$ cat src/rtl/bwn_conv3x3_stream_if.sv
// Pixel-in / result-out signal bundle for the streaming 3x3 binary-weight convolution.
// The slave side is the convolution block; the master side is whoever feeds pixels and takes results.
interface bwn_conv3x3_stream_if #(
    parameter int WL     = 8,
    parameter int OUT_WL = WL + 4
);
    logic                     i_start;
    logic                     i_valid;
    logic signed [WL-1:0]     i_data;
    logic        [8:0]        i_weight;
    logic signed [OUT_WL-1:0] i_bias;
    logic                     o_valid;
    logic signed [OUT_WL-1:0] o_data;
    logic                     o_done;
    logic                     o_busy;

    modport slave (
        input  i_start, i_valid, i_data, i_weight, i_bias,
        output o_valid, o_data, o_done, o_busy
    );

    modport master (
        output i_start, i_valid, i_data, i_weight, i_bias,
        input  o_valid, o_data, o_done, o_busy
    );
endinterface

$ cat src/rtl/bwn_conv3x3_stream.sv
// Streaming 3x3 binary-weight (+/-1) convolution over a raster pixel stream with
// per-frame latched signs/bias, saturated output and a frame-done pulse.
//  state  | meaning
//  S_IDLE | no frame active; pixels without i_start are ignored
//  S_RUN  | frame in progress; every valid pixel is accepted
module bwn_conv3x3_stream #(
    parameter int WL     = 8,
    parameter int IMG_W  = 16,
    parameter int IMG_H  = 16,
    parameter int OUT_WL = WL + 4
) (
    input  logic                i_clk,
    input  logic                i_rst,
    bwn_conv3x3_stream_if.slave io_bus
);
    localparam int CW = $clog2(IMG_W);
    localparam int RW = $clog2(IMG_H);
    localparam int SW = WL + 6;
    localparam logic [CW-1:0]        COL_LAST = CW'(IMG_W - 1);
    localparam logic [RW-1:0]        ROW_LAST = RW'(IMG_H - 1);
    localparam logic signed [SW-1:0] SAT_MAX  = SW'((2 ** (OUT_WL - 1)) - 1);
    localparam logic signed [SW-1:0] SAT_MIN  = ~SAT_MAX;

    typedef enum logic {S_IDLE, S_RUN} state_t;

    state_t                   r_state;
    state_t                   w_state_nxt;
    logic                     w_busy;
    logic                     w_accept;
    logic                     w_last;
    logic                     w_win_full;
    logic [CW-1:0]            w_col;
    logic [RW-1:0]            w_row;
    logic [CW-1:0]            r_col;
    logic [RW-1:0]            r_row;
    logic signed [WL-1:0]     r_win [9];
    logic signed [WL-1:0]     r_lb1 [IMG_W];
    logic signed [WL-1:0]     r_lb2 [IMG_W];
    logic [8:0]               r_weight;
    logic signed [OUT_WL-1:0] r_bias;
    logic                     r_win_vld;
    logic                     r_win_last;
    logic signed [SW-1:0]     w_tap;
    logic signed [SW-1:0]     w_sum;
    logic signed [OUT_WL-1:0] w_sat;
    logic                     r_o_valid;
    logic                     r_o_done;
    logic signed [OUT_WL-1:0] r_o_data;

    always_ff @(posedge i_clk or posedge i_rst) begin
        if (i_rst) begin
            r_state <= S_IDLE;
        end else begin
            r_state <= w_state_nxt;
        end
    end

    always_comb begin
        w_state_nxt = r_state;
        case (r_state)
            S_IDLE: begin
                if (io_bus.i_start) begin
                    w_state_nxt = S_RUN;
                end
            end
            S_RUN: begin
                if (io_bus.i_start) begin
                    w_state_nxt = S_RUN;
                end else if (w_last) begin
                    w_state_nxt = S_IDLE;
                end
            end
            default: w_state_nxt = S_IDLE;
        endcase
    end

    always_comb begin
        w_busy   = (r_state == S_RUN);
        w_accept = io_bus.i_valid & (w_busy | io_bus.i_start);
    end

    // A start pulse makes the pixel on the same cycle position (0,0) of the new frame.
    assign w_col      = io_bus.i_start ? '0 : r_col;
    assign w_row      = io_bus.i_start ? '0 : r_row;
    assign w_last     = w_accept & (w_col == COL_LAST) & (w_row == ROW_LAST);
    assign w_win_full = w_accept & (w_col >= CW'(2)) & (w_row >= RW'(2));

    always_ff @(posedge i_clk or posedge i_rst) begin
        if (i_rst) begin
            r_col <= '0;
            r_row <= '0;
        end else if (w_accept) begin
            if (w_col == COL_LAST) begin
                r_col <= '0;
                r_row <= (w_row == ROW_LAST) ? '0 : w_row + 1'b1;
            end else begin
                r_col <= w_col + 1'b1;
                r_row <= w_row;
            end
        end else if (io_bus.i_start) begin
            r_col <= '0;
            r_row <= '0;
        end
    end

    always_ff @(posedge i_clk or posedge i_rst) begin
        if (i_rst) begin
            r_weight <= '0;
            r_bias   <= '0;
        end else if (io_bus.i_start) begin
            r_weight <= io_bus.i_weight;
            r_bias   <= io_bus.i_bias;
        end
    end

    // Window index k matches weight bit k: 0..2 current row, 3..5 row above, 6..8 two rows above.
    always_ff @(posedge i_clk or posedge i_rst) begin
        if (i_rst) begin
            for (int k = 0; k < 9; k++) begin
                r_win[k] <= '0;
            end
            for (int k = 0; k < IMG_W; k++) begin
                r_lb1[k] <= '0;
                r_lb2[k] <= '0;
            end
        end else if (io_bus.i_start) begin
            for (int k = 0; k < 9; k++) begin
                r_win[k] <= '0;
            end
            for (int k = 0; k < IMG_W; k++) begin
                r_lb1[k] <= '0;
                r_lb2[k] <= '0;
            end
            if (io_bus.i_valid) begin
                r_win[0] <= io_bus.i_data;
                r_lb1[0] <= io_bus.i_data;
            end
        end else if (w_accept) begin
            r_win[0] <= io_bus.i_data;
            r_win[1] <= r_win[0];
            r_win[2] <= r_win[1];
            r_win[3] <= r_lb1[IMG_W-1];
            r_win[4] <= r_win[3];
            r_win[5] <= r_win[4];
            r_win[6] <= r_lb2[IMG_W-1];
            r_win[7] <= r_win[6];
            r_win[8] <= r_win[7];
            r_lb1[0] <= io_bus.i_data;
            r_lb2[0] <= r_lb1[IMG_W-1];
            for (int k = 1; k < IMG_W; k++) begin
                r_lb1[k] <= r_lb1[k-1];
                r_lb2[k] <= r_lb2[k-1];
            end
        end
    end

    always_comb begin
        w_tap = '0;
        w_sum = {{(SW-OUT_WL){r_bias[OUT_WL-1]}}, r_bias};
        for (int k = 0; k < 9; k++) begin
            w_tap = {{(SW-WL){r_win[k][WL-1]}}, r_win[k]};
            w_sum = r_weight[k] ? (w_sum + w_tap) : (w_sum - w_tap);
        end
    end

    always_comb begin
        if (w_sum > SAT_MAX) begin
            w_sat = SAT_MAX[OUT_WL-1:0];
        end else if (w_sum < SAT_MIN) begin
            w_sat = SAT_MIN[OUT_WL-1:0];
        end else begin
            w_sat = w_sum[OUT_WL-1:0];
        end
    end

    always_ff @(posedge i_clk or posedge i_rst) begin
        if (i_rst) begin
            r_win_vld  <= 1'b0;
            r_win_last <= 1'b0;
            r_o_valid  <= 1'b0;
            r_o_done   <= 1'b0;
            r_o_data   <= '0;
        end else begin
            r_win_vld  <= w_win_full;
            r_win_last <= w_last;
            r_o_valid  <= r_win_vld;
            r_o_done   <= r_win_vld & r_win_last;
            if (r_win_vld) begin
                r_o_data <= w_sat;
            end
        end
    end

    assign io_bus.o_valid = r_o_valid;
    assign io_bus.o_data  = r_o_data;
    assign io_bus.o_done  = r_o_done;
    assign io_bus.o_busy  = w_busy;
endmodule

$ cat src/flat_wrapper.sv
// flat-port wrapper written by rule: the top's interface ports become plain ports
module bwn_conv3x3_stream_flat 
#(
    parameter int WL     = 8,
    parameter int IMG_W  = 16,
    parameter int IMG_H  = 16,
    parameter int OUT_WL = WL + 4
)
  (i_clk, i_rst, io_bus_i_start, io_bus_i_valid, io_bus_i_data, io_bus_i_weight, io_bus_i_bias, io_bus_o_valid, io_bus_o_data, io_bus_o_done, io_bus_o_busy);
  bwn_conv3x3_stream_if #(.WL(WL), .OUT_WL(OUT_WL)) io_bus_i ();
  input  logic i_clk;
  input  logic i_rst;
  input wire logic [$bits(io_bus_i.i_start)-1:0] io_bus_i_start;
  input wire logic [$bits(io_bus_i.i_valid)-1:0] io_bus_i_valid;
  input wire logic [$bits(io_bus_i.i_data)-1:0] io_bus_i_data;
  input wire logic [$bits(io_bus_i.i_weight)-1:0] io_bus_i_weight;
  input wire logic [$bits(io_bus_i.i_bias)-1:0] io_bus_i_bias;
  output wire logic [$bits(io_bus_i.o_valid)-1:0] io_bus_o_valid;
  output wire logic [$bits(io_bus_i.o_data)-1:0] io_bus_o_data;
  output wire logic [$bits(io_bus_i.o_done)-1:0] io_bus_o_done;
  output wire logic [$bits(io_bus_i.o_busy)-1:0] io_bus_o_busy;
  assign io_bus_i.i_start = io_bus_i_start;
  assign io_bus_i.i_valid = io_bus_i_valid;
  assign io_bus_i.i_data = io_bus_i_data;
  assign io_bus_i.i_weight = io_bus_i_weight;
  assign io_bus_i.i_bias = io_bus_i_bias;
  assign io_bus_o_valid = io_bus_i.o_valid;
  assign io_bus_o_data = io_bus_i.o_data;
  assign io_bus_o_done = io_bus_i.o_done;
  assign io_bus_o_busy = io_bus_i.o_busy;
  bwn_conv3x3_stream #(.WL(WL), .IMG_W(IMG_W), .IMG_H(IMG_H), .OUT_WL(OUT_WL)) u_core (.i_clk(i_clk), .i_rst(i_rst), .io_bus(io_bus_i));
endmodule
$ cat config.mk
export PLATFORM = sky130hd
export DESIGN_NAME = bwn_conv3x3_stream_flat
export DESIGN_NICKNAME = d
export VERILOG_FILES = /design/src/rtl/bwn_conv3x3_stream_if.sv /design/src/rtl/bwn_conv3x3_stream.sv /design/src/flat_wrapper.sv
export SDC_FILE = /design/constraint.sdc
export NUM_CORES = 1
export LEC_CHECK = 0
export CAP_MARGIN = 20
export CORE_ASPECT_RATIO = 1.25
export CORE_UTILIZATION = 50
export CTS_BUF_LIST = sky130_fd_sc_hd__clkbuf_16
export DETAILED_ROUTE_END_ITERATION = 10
export PLACE_DENSITY = 0.71
export SLEW_MARGIN = 20
export SYNTH_ARGS = -nofsm -noshare
export SYNTH_HDL_FRONTEND = slang
export SYNTH_SLANG_ARGS = --single-unit
$ cat constraint.sdc
create_clock -name i_clk -period 13.95 [get_ports i_clk]
set_input_delay 4.185 -clock i_clk [delete_from_list [all_inputs] [get_ports i_clk]]
set_output_delay 4.185 -clock i_clk [all_outputs]
set_load 0.02 [all_outputs]
==> summary.md, run 1 <==
Worst setup path
• Worst R2R Setup Slack: 3.30 ns
• number of cells on the worst reg-to-reg path: 48
• worst reg2reg path startpoint: u_core.r_lb1[120]
• CP Launch Type: register
• maximum single-stage delay on the critical path: 0.46 ns
• cell family with most CP delay: adder cells
• Crit path arrival time: 11.05 ns
• Worst Path Max Fanout: 8
• startpoint-to-endpoint class of the critical path: register to register
• FF-to-FF End: u_core.io_bus.o_data[1]
• required time worst endpoint: 14.36 ns
• critical path capture point type: register
• slowest cell on the critical path: sky130_fd_sc_hd__fa_1
• cell repeated most along the worst path: sky130_fd_sc_hd__ha_1
• buffers and inverters on the worst path: 1

STA
• slew margin rel.: 32.2%
• share of the cycle needed by the critical path after routing: 76.3%
• unrepaired setup endpoints after global routing: no
• hold slack final: 0.492 ns
• Final min period: 10.65 ns
• accumulated negative setup slack: 0 ns
• Worst Tran Pin Value: 1.02 ns
• count of pins over their slew limit: 0
• clk_skew: 0.0268 ns
• maximum achievable frequency: 93.9 MHz
• final setup violation count: 0
• worst setup slack after layout: 3.30 ns
• Hold Fails Final Rpt: 0

Cells and area
• final antenna diode count: 0
• synthesis-to-layout area growth: 9.02%
• area of all placed cells without fillers: 21200 um2
• utilization after layout: 55.4%
• layout net count: 2401
• final cell count without fillers: 2744
• layout cells sized above 1: 5.20%

Place
• area of placed instances: 20200 um2
• weighted congestion at the end of routability-driven global placement: 0.890
• number of placed instances with taps included: 2686
• IO buf count: 47
• Detail Placement HPWL: 28.1 mm
• pre-CTS worst setup slack: 3.37 ns

Drt
• DRC Markers: 0
• Initial DRC Count: 1151
• final routed wirelength across all metal layers: 41.3 mm
• DRT antenna net count: 0
• first-pass iteration count of the detailed router: 5
• number of vias after detailed routing: 15332
• WL/cell: 15.0 um
• via/cell ratio: 5.59

Synthesis
• most common cell in the netlist: sky130_fd_sc_hd__nand2_1
• xor and xnor area share after synthesis: 8.45%
• synthesized-area fraction occupied by ao, oa, aoi and oai cells: 17.5%
• top flip-flop cell by instance count after synthesis: sky130_fd_sc_hd__dfrtp_1
• flop and latch count out of synthesis: 326
• distinct cell type count of the synthesized netlist: 70
• total nets after synthesis: 2429
• proportion of synthesized area in mux cells: 1.67%
• cell types occupying the most area after synthesis: sky130_fd_sc_hd__dfrtp_1, sky130_fd_sc_hd__nand2_1, sky130_fd_sc_hd__a21oi_1
• main combinational cell family by area after synthesis: simple AND/OR/NAND/NOR gates
• share of Yosys cell area claimed by the top area cell type: 41.9%
• portion of the post-synthesis area used by sequential elements: 41.9%
• share of synthesized cell area in full adder, half adder and majority cells: 9.21%
• synthesized area: 19500 um2
• top post-synthesis cells by count: sky130_fd_sc_hd__nand2_1, sky130_fd_sc_hd__a21oi_1, sky130_fd_sc_hd__dfrtp_1
• fraction of the mapped netlist area in simple logic gates: 17.6%
• gate count of the mapped netlist: 2258
• post-synthesis async set-or-reset flop share: 100%
• Synth warnings: 0
• number of enable-type register cells in the synthesized netlist: 0
• post-synthesis area per instance: 8.63 um2
• library cell occupying the most area in the post-synthesis netlist: sky130_fd_sc_hd__dfrtp_1

GRT
• antenna violations before repair: 1
• global-route wire length before repair: 71.2 mm
• total congestion overflow after global routing: 0
• pin count of the biggest net entering global routing: 204
• via count of the first global-routing pass: 14852
• overall track demand over capacity in global routing: 21.6%

Floorplanning
• number of placement rows: 80
• placeable core area: 38300 um2
• Initial Utilization: 50.8%
• width of the die: 179 um
• floorplan die area: 39800 um2
• die height: 223 um
• number of primary I/O pins: 48

Clocking
• clk slew on worst S/H paths: 0.07 ns
• hold_buf cts: 0
• clock tree root driver cell: sky130_fd_sc_hd__clkbuf_16
• count of H-tree levels built during CTS: 2
• total number of clock tree sinks: 326
• CTS buffer count: 34
• maximum clock path buffer count: 3
• TritonCTS clock tree: done
• number of post-CTS setup repair buffers: 0
• cts repair resizes: 0
• worst skew pair latency: 0.54 ns

Min path
• path class of the lowest-slack min-delay path: register to register
• terminating pin of the worst hold path: u_core.r_lb1[87]
• hold_sp: u_core.r_lb1[95]
• worst hold stages: 2

Job
• maximum capacitance violations: 0

Run status
• run status: completed

Power
• power per cell area: 166 nW/um2
• maximum ir drop on the vdd rail: 111 uV
• overall power after layout: 3.54 mW
• static leakage: 9.57 nW

cells in the final DEF (no fill, tap or decap), types with 5 or more instances in the layout:
master                            count
sky130_fd_sc_hd__clkbuf_16           35
sky130_fd_sc_hd__clkdlybuf4s50_1     46
sky130_fd_sc_hd__nor3_1              37
sky130_fd_sc_hd__nand3b_1             6
sky130_fd_sc_hd__nand3_1              5
sky130_fd_sc_hd__a31oi_1             20
sky130_fd_sc_hd__nor4_2               7
sky130_fd_sc_hd__nand2_1            604
sky130_fd_sc_hd__o21bai_1            14
sky130_fd_sc_hd__o31ai_1              5
sky130_fd_sc_hd__ha_1               129
sky130_fd_sc_hd__o21a_1              17
sky130_fd_sc_hd__clkinv_1             9
sky130_fd_sc_hd__and2_1               7
sky130_fd_sc_hd__mux2_2              28
sky130_fd_sc_hd__a31o_2               5
sky130_fd_sc_hd__dfrtp_1            326
sky130_fd_sc_hd__nor2_1              83
sky130_fd_sc_hd__fa_1                 9
sky130_fd_sc_hd__nor2b_1             14
sky130_fd_sc_hd__o21ai_0             67
sky130_fd_sc_hd__nand2b_1            20
sky130_fd_sc_hd__o22a_1              11
sky130_fd_sc_hd__nor4_1               8
sky130_fd_sc_hd__a21o_1              32
sky130_fd_sc_hd__buf_4                7
sky130_fd_sc_hd__inv_1               66
sky130_fd_sc_hd__a21oi_1            382
sky130_fd_sc_hd__xnor2_1             92
sky130_fd_sc_hd__xor2_1              82
worst min-delay path, cell delays in order, from the launching register on:
cell                      delay [ns]
sky130_fd_sc_hd__dfrtp_1        0.37
sky130_fd_sc_hd__nand2_1        0.06
sky130_fd_sc_hd__a21oi_1        0.05
cells by family after synthesis:
logic type      Yosys count
buf+inv                 180
xor+xnor                180
fa+ha+maj               138
mux                      29
compound gates          594
flops                   326
simple gates            811
state kept, by name, summed over array words and instances (netlist names), 4 cells and up:
register and flops:
u_core.r_lb1 128, u_core.r_lb2 128, u_core.r_win 24, u_core.io_bus.o_data 12, u_core.r_bias 12, u_core.r_weight 9
u_core.r_col 4, u_core.r_row 4
cell type report:
type                    instances  area [um2]
fillers                      3479       17100
multi-input cells            1752       10600
flip-flops and latches        326        8160
clock buffers                  35         876
well taps                     492         616
repair buffers                 56         568
inverters                      60         233
clock inverters                23         164
where the power goes:
part / switching [mW] / internal [mW] / leakage, nW
logic: 0.946 / 0.746 / 4.55
registers: 0.0196 / 0.957 / 4.49
clock network: 0.374 / 0.492 / 0.537
total: 1.34 / 2.20 / 9.57
layer usage:
layer	wire, um	global-route usage, %
met1	18300	28.8
met4	818	6.15
met3	1100	2.40
met2	21000	36.9
met5	0	0
worst max path at each step:
stage / start / endpoint / slack (ns) / depth (start not counted)
finish: u_core.r_lb1[120] / u_core.io_bus.o_data[1] / 3.30 / 48
global route: u_core.r_lb1[120] / u_core.io_bus.o_data[10] / 2.48 / 45
CTS: u_core.r_lb1[120] / u_core.io_bus.o_data[1] / 3.28 / 48
detailed placement: u_core.r_lb1[120] / u_core.io_bus.o_data[1] / 3.37 / 48
global placement: u_core.r_lb1[120] / u_core.io_bus.o_data[1] / 3.67 / 48
floorplan: i_rst / u_core.io_bus.o_busy / 0.74 / 1
Note: power is estimated with default switching activity, not from simulation.
==> run 2: changes to the inputs <==
==> constraint.sdc (replaced) <==
create_clock -name i_clk -period 11.1 [get_ports i_clk]
set_input_delay 3.33 -clock i_clk [delete_from_list [all_inputs] [get_ports i_clk]]
set_output_delay 3.33 -clock i_clk [all_outputs]
set_load 0.02 [all_outputs]
==> summary.md, run 2 (synthesis results as in run 1) <==
Cells and area
• layout net count: 2408
• layout cells sized above 1: 6.10%
• final antenna diode count: 0
• synthesis-to-layout area growth: 9.77%
• commonest non-fill, non-tap cell in the layout: sky130_fd_sc_hd__nand2_1
• leading cell types in the layout, fill and taps excluded: sky130_fd_sc_hd__nand2_1, sky130_fd_sc_hd__a21oi_1, sky130_fd_sc_hd__dfrtp_1
• biggest regs: u_core.r_lb1 (128), u_core.r_lb2 (128), u_core.r_win (24)

Worst setup path
• Crit path arrival time: 10.92 ns
• maximum single-stage delay on the critical path: 0.47 ns
• critical path capture point type: register
• Worst Path Max Fanout: 5
• CP Launch Type: register
• cell repeated most along the worst path: sky130_fd_sc_hd__ha_1
• startpoint-to-endpoint class of the critical path: register to register
• slowest cell on the critical path: sky130_fd_sc_hd__fa_1
• required time worst endpoint: 11.53 ns

Floorplanning
• die height: 223 um
• number of primary I/O pins: 48
• placeable core area: 38300 um2
• floorplan die area: 39800 um2
• number of placement rows: 80
• width of the die: 179 um
• Initial Utilization: 50.8%

STA
• hold slack final: 0.497 ns
• Worst Tran Pin Value: 0.992 ns
• Hold Fails Final Rpt: 0
• maximum achievable frequency: 95.3 MHz
• count of pins over their slew limit: 0
• clk_skew: 0.0274 ns
• worst setup slack after layout: 0.609 ns
• Final min period: 10.49 ns
• accumulated negative setup slack: 0 ns
• share of the cycle needed by the critical path after routing: 94.5%
• final setup violation count: 0
• slew margin rel.: 33.8%

Job
• maximum capacitance violations: 0

GRT
• pin count of the biggest net entering global routing: 222
• overall track demand over capacity in global routing: 20.9%
• antenna violations before repair: 1
• via count of the first global-routing pass: 14716
• total congestion overflow after global routing: 0
• global-route wire length before repair: 69.2 mm

Clocking
• TritonCTS clock tree: done
• clock tree root driver cell: sky130_fd_sc_hd__clkbuf_16
• count of H-tree levels built during CTS: 2
• hold_buf cts: 0
• clk slew on worst S/H paths: 0.06 ns
• maximum clock path buffer count: 3
• worst skew pair latency: 0.55 ns
• CTS buffer count: 36
• total number of clock tree sinks: 326

Drt
• first-pass iteration count of the detailed router: 5
• final routed wirelength across all metal layers: 41.2 mm
• DRC Markers: 0
• routed length on met2: 20.6 mm
• routed wire length on met3: 1.25 mm
• via/cell ratio: 5.56
• Initial DRC Count: 1110
• WL/cell: 15.0 um
• sum of routed wire segments on met1: 18.2 mm
• number of vias after detailed routing: 15313
• DRT antenna net count: 0
• Highest Signal Layer: met4

Run status
• run status: completed

Place
• pre-CTS worst setup slack: 0.472 ns
• IO buf count: 47
• Detail Placement HPWL: 27.3 mm
• weighted congestion at the end of routability-driven global placement: 0.889

Min path
• path class of the lowest-slack min-delay path: register to register

Power
• power per cell area: 211 nW/um2
• static leakage: 9.63 nW
• maximum ir drop on the vdd rail: 117 uV

run 2: final timing paths:
| kind | from | to | slack, ns | depth (start not counted) |
|---|---|---|---|---|
| setup / recovery | u_core.r_lb1[120] | u_core.io_bus.o_data[0] | 0.61 | 46 |
| hold / removal | u_core.io_bus.o_data[2] | u_core.io_bus.o_data[2] | 0.50 | 1 |
| setup reg to reg | u_core.r_lb1[120] | u_core.io_bus.o_data[0] | 0.61 | 46 |
| hold reg to reg | u_core.io_bus.o_data[2] | u_core.io_bus.o_data[2] | 0.50 | 1 |
| max in group asynchronous | i_rst | u_core.io_bus.o_data[2] | 5.97 | 4 |
| min in group asynchronous | i_rst | u_core.r_lb2[55] | 3.25 | 2 |
run 2: power breakdown:
| part | switching (mW) | internal (mW) |
|---|---|---|
| Clock | 0.492 | 0.620 |
| Sequential | 0.0244 | 1.20 |
| Combinational | 1.21 | 0.957 |
run 2: area by class of cell:
cell class	count	area (um2)
well taps	492	616
inverters	60	229
clock buffers	36	901
multi-input cells	1752	10700
fillers	3511	16900
clock inverters	27	186
flip-flops and latches	326	8160
repair buffers	61	642
run 2: metrics by stage:
step	util [%]	instances	instance area (um2)	power [mW]
final	55.8	2754	21400	4.51
after detailed placement	52.7	2686	20200	3.37
after global routing	55.8	2754	21400	4.83
after CTS	55.6	2749	21300	4.51
after global placement	52.7	2686	20200	3.32
after floorplan	-	2258	19500	3.00
run 2: critical path, delay by kind of cell (launching register included):
kind | cells | cell delay [ns]
muxes | 1 | 0.30
AOI/OAI and AO/OA | 17 | 3.08
and+or+nand+nor | 8 | 1.21
adders and majority gates | 10 | 3.35
buffers and inverters | 2 | 0.27
xor gates and xnor gates | 8 | 1.77
DFF | 1 | 0.41
run 2: repair_timing:
item,4_1_cts,5_1_grt
buffers inserted,0,4
setup endpoints to repair,0,11
gates resized for setup,0,10
run 2: layer usage:
layer,up-vias,GRT usage [%]
met2,242,35.3
met3,77,2.50
met1,7405,27.4
met4,0,7.33
li1,7589,-
met5,-,0
==> run 3: changes to the inputs <==
--- a/config.mk
+++ b/config.mk
@@ -5,13 +5,13 @@
 export SDC_FILE = /design/constraint.sdc
 export NUM_CORES = 1
 export LEC_CHECK = 0
+export ABC_AREA = 1
 export CAP_MARGIN = 20
 export CORE_ASPECT_RATIO = 1.25
 export CORE_UTILIZATION = 50
 export CTS_BUF_LIST = sky130_fd_sc_hd__clkbuf_16
 export DETAILED_ROUTE_END_ITERATION = 10
 export PLACE_DENSITY = 0.71
-export SLEW_MARGIN = 20
 export SYNTH_ARGS = -nofsm -noshare
 export SYNTH_HDL_FRONTEND = slang
 export SYNTH_SLANG_ARGS = --single-unit
==> summary.md, run 3 <==
GRT
• total congestion overflow after global routing: 0
• antenna violations before repair: 0
• routing usage on met3: 2.56%
• met1 global-route usage: 29.4%
• global-route wire length before repair: 74.7 mm
• pin count of the biggest net entering global routing: 182
• grt peak-use layer: met2
• global-route track usage on met2: 38.0%
• overall track demand over capacity in global routing: 22.2%
• via count of the first global-routing pass: 15684

Synthesis
• top post-synthesis cells by count: sky130_fd_sc_hd__nand2_1, sky130_fd_sc_hd__o21ai_0, sky130_fd_sc_hd__dfrtp_1
• portion of the post-synthesis area used by sequential elements: 41.2%
• post-synthesis area per instance: 7.95 um2
• cell types occupying the most area after synthesis: sky130_fd_sc_hd__dfrtp_1, sky130_fd_sc_hd__nand2_1, sky130_fd_sc_hd__o21ai_0
• distinct cell type count of the synthesized netlist: 44
• post-synthesis async set-or-reset flop share: 100%
• Synth warnings: 0
• flop and latch count out of synthesis: 326
• synthesized area: 19800 um2
• total nets after synthesis: 2665
• library cell occupying the most area in the post-synthesis netlist: sky130_fd_sc_hd__dfrtp_1
• top flip-flop cell by instance count after synthesis: sky130_fd_sc_hd__dfrtp_1
• share of Yosys cell area claimed by the top area cell type: 41.2%
• most common cell in the netlist: sky130_fd_sc_hd__nand2_1
• gate count of the mapped netlist: 2494
• number of enable-type register cells in the synthesized netlist: 0

Power
• maximum ir drop on the vdd rail: 241 uV
• power per cell area: 261 nW/um2
• static leakage: 10.7 nW

STA
• unrepaired setup endpoints after global routing: no
• maximum achievable frequency: 98.6 MHz
• count of pins over their slew limit: 0
• clk_skew: 0.0181 ns
• Final min period: 10.14 ns
• share of the cycle needed by the critical path after routing: 91.4%
• accumulated negative setup slack: 0 ns
• final setup violation count: 0
• Worst Tran Pin Value: 1.06 ns
• Hold Fails Final Rpt: 0
• slew margin rel.: 29.6%

Place
• area of placed instances: 20600 um2
• weighted congestion at the end of routability-driven global placement: 0.887
• IO buf count: 47
• Detail Placement HPWL: 30.9 mm

Floorplanning
• Initial Utilization: 50.7%
• number of placement rows: 81
• number of primary I/O pins: 48
• floorplan die area: 40400 um2
• width of the die: 180 um
• die height: 225 um
• placeable core area: 39100 um2

Cells and area
• utilization after layout: 55.5%
• layout cells sized above 1: 5.57%
• final antenna diode count: 0
• leading cell types in the layout, fill and taps excluded: sky130_fd_sc_hd__nand2_1, sky130_fd_sc_hd__o21ai_0, sky130_fd_sc_hd__dfrtp_1
• commonest non-fill, non-tap cell in the layout: sky130_fd_sc_hd__nand2_1
• layout net count: 2660
• count of fill cells added during filler insertion: 3639
• area of all placed cells without fillers: 21700 um2
• synthesis-to-layout area growth: 9.61%
• biggest regs: u_core.r_lb1 (128), u_core.r_lb2 (128), u_core.r_win (24)

Job
• maximum capacitance violations: 0

Worst setup path
• Worst Path Max Fanout: 11
• cell repeated most along the worst path: sky130_fd_sc_hd__inv_1
• slowest cell on the critical path: sky130_fd_sc_hd__o311ai_0
• required time worst endpoint: 11.56 ns
• Crit path arrival time: 10.60 ns
• maximum single-stage delay on the critical path: 0.52 ns
• cell family with most CP delay: adder cells
• FF-to-FF End: u_core.io_bus.o_data[10]
• worst reg2reg path startpoint: u_core.r_lb1[120]
• Worst R2R Setup Slack: 0.96 ns
• CP Launch Type: register
• logic depth of the worst setup path including buffers: 55
• startpoint-to-endpoint class of the critical path: register to register
• crit path from: u_core.r_lb1[120]
• timing endpoint of the critical path: u_core.io_bus.o_data[10]
• number of cells on the worst reg-to-reg path: 55
• critical path capture point type: register
• buffers and inverters on the worst path: 11

Clocking
• CTS buffer count: 35
• number of post-CTS setup repair buffers: 0
• count of H-tree levels built during CTS: 2
• hold_buf cts: 0
• worst skew pair latency: 0.53 ns
• clock tree root driver cell: sky130_fd_sc_hd__clkbuf_16
• total number of clock tree sinks: 326
• clk slew on worst S/H paths: 0.06 ns
• maximum clock path buffer count: 3
• TritonCTS clock tree: done
• cts repair resizes: 0

Run status
• run status: completed

Min path
• worst hold stages: 2
• path class of the lowest-slack min-delay path: register to register
• hold_sp: u_core.r_win_last

Drt
• WL/cell: 14.7 um
• DRC Markers: 0
• number of vias after detailed routing: 16474
• DRT antenna net count: 0
• final routed wirelength across all metal layers: 44.4 mm
• Initial DRC Count: 1095
• via/cell ratio: 5.47
• first-pass iteration count of the detailed router: 5

## run 3: cell count changes after synthesis, moves of 18 or more
cell	before	now
sky130_fd_sc_hd__a21oi_1	382	128
sky130_fd_sc_hd__clkbuf_1	100	75
sky130_fd_sc_hd__inv_1	60	233
sky130_fd_sc_hd__inv_2	0	18
sky130_fd_sc_hd__mux2_2	28	0
sky130_fd_sc_hd__nand2_1	604	551
sky130_fd_sc_hd__nand2b_1	20	0
sky130_fd_sc_hd__nand3_1	5	210
sky130_fd_sc_hd__nor2_1	83	116
sky130_fd_sc_hd__nor3_1	37	15
sky130_fd_sc_hd__o21ai_0	68	334
sky130_fd_sc_hd__xnor2_1	92	46
sky130_fd_sc_hd__xor2_1	82	110
## run 3: report_power, final
group          internal (mW)  switching (mW)  leakage [nW]
registers               1.20          0.0158          4.49
clock network          0.612           0.470         0.552
logic                   1.26            2.12          5.67
total                   3.07            2.60          10.7
## run 3: area by class of cell
type | instances | area, um2 | area share [%]
clock buffer | 36 | 901 | 4.15
clock inverter | 25 | 154 | 0.709
inverter | 253 | 966 | 4.45
multi-input combinational | 1813 | 10300 | 47.5
sequential | 326 | 8160 | 37.6
tap | 498 | 623 | 2.87
timing repair buffer | 60 | 596 | 2.74
## run 3: how the worst min path moves through the flow
| stage | endpoint | slack (ns) |
|---|---|---|
| 3_5_place_dp | u_core.io_bus.o_done | 0.43 |
| 4_1_cts | u_core.io_bus.o_done | 0.44 |
| 2_1_floorplan | u_core.io_bus.o_valid | 0.35 |
| 5_1_grt | u_core.io_bus.o_done | 0.45 |
| 3_3_place_gp | u_core.io_bus.o_done | 0.42 |
| 6_report | u_core.io_bus.o_done | 0.44 |
## run 3: per-layer routing
| layer | wire (um) | up-vias |
|---|---|---|
| li1 | - | 8247 |
| met1 | 20200 | 7860 |
| met2 | 21500 | 292 |
| met3 | 1580 | 75 |
| met4 | 1150 | 0 |
| met5 | 0 | - |
## run 3: cell families (layout without fill, tap and decap cells)
| logic type | Yosys count | count (layout) | synth area share (%) |
|---|---|---|---|
| flip-flops | 326 | 326 | 41.2 |
| buffers and inverters | 355 | 374 | 6.83 |
| AND/OR/NAND/NOR | 953 | 953 | 20.4 |
| AO/OA/AOI/OAI | 564 | 564 | 15.5 |
| XOR/XNOR | 158 | 158 | 7.06 |
| adder cells (fa/ha/maj) | 138 | 138 | 9.05 |
## run 3: worst min-delay path: cells and delay by family (launching register included)
family,cells,cell delay [ns]
buffers and inverters,1,0.04
and+or+nand+nor,1,0.04
DFF,1,0.32
## run 3: metrics by stage
step | total power [mW] | cells | setup WS [ns] | hold slack, ns
2_1_floorplan | 4.03 | 2494 | 2.08 | 0.352
3_5_place_dp | 4.61 | 2949 | 1.02 | 0.429
3_3_place_gp | 4.55 | 2949 | 1.28 | 0.417
4_1_cts | 5.72 | 3010 | 0.982 | 0.442
5_1_grt | 6.19 | 3011 | 0.0548 | 0.451
6_report | 5.68 | 3011 | 0.956 | 0.435
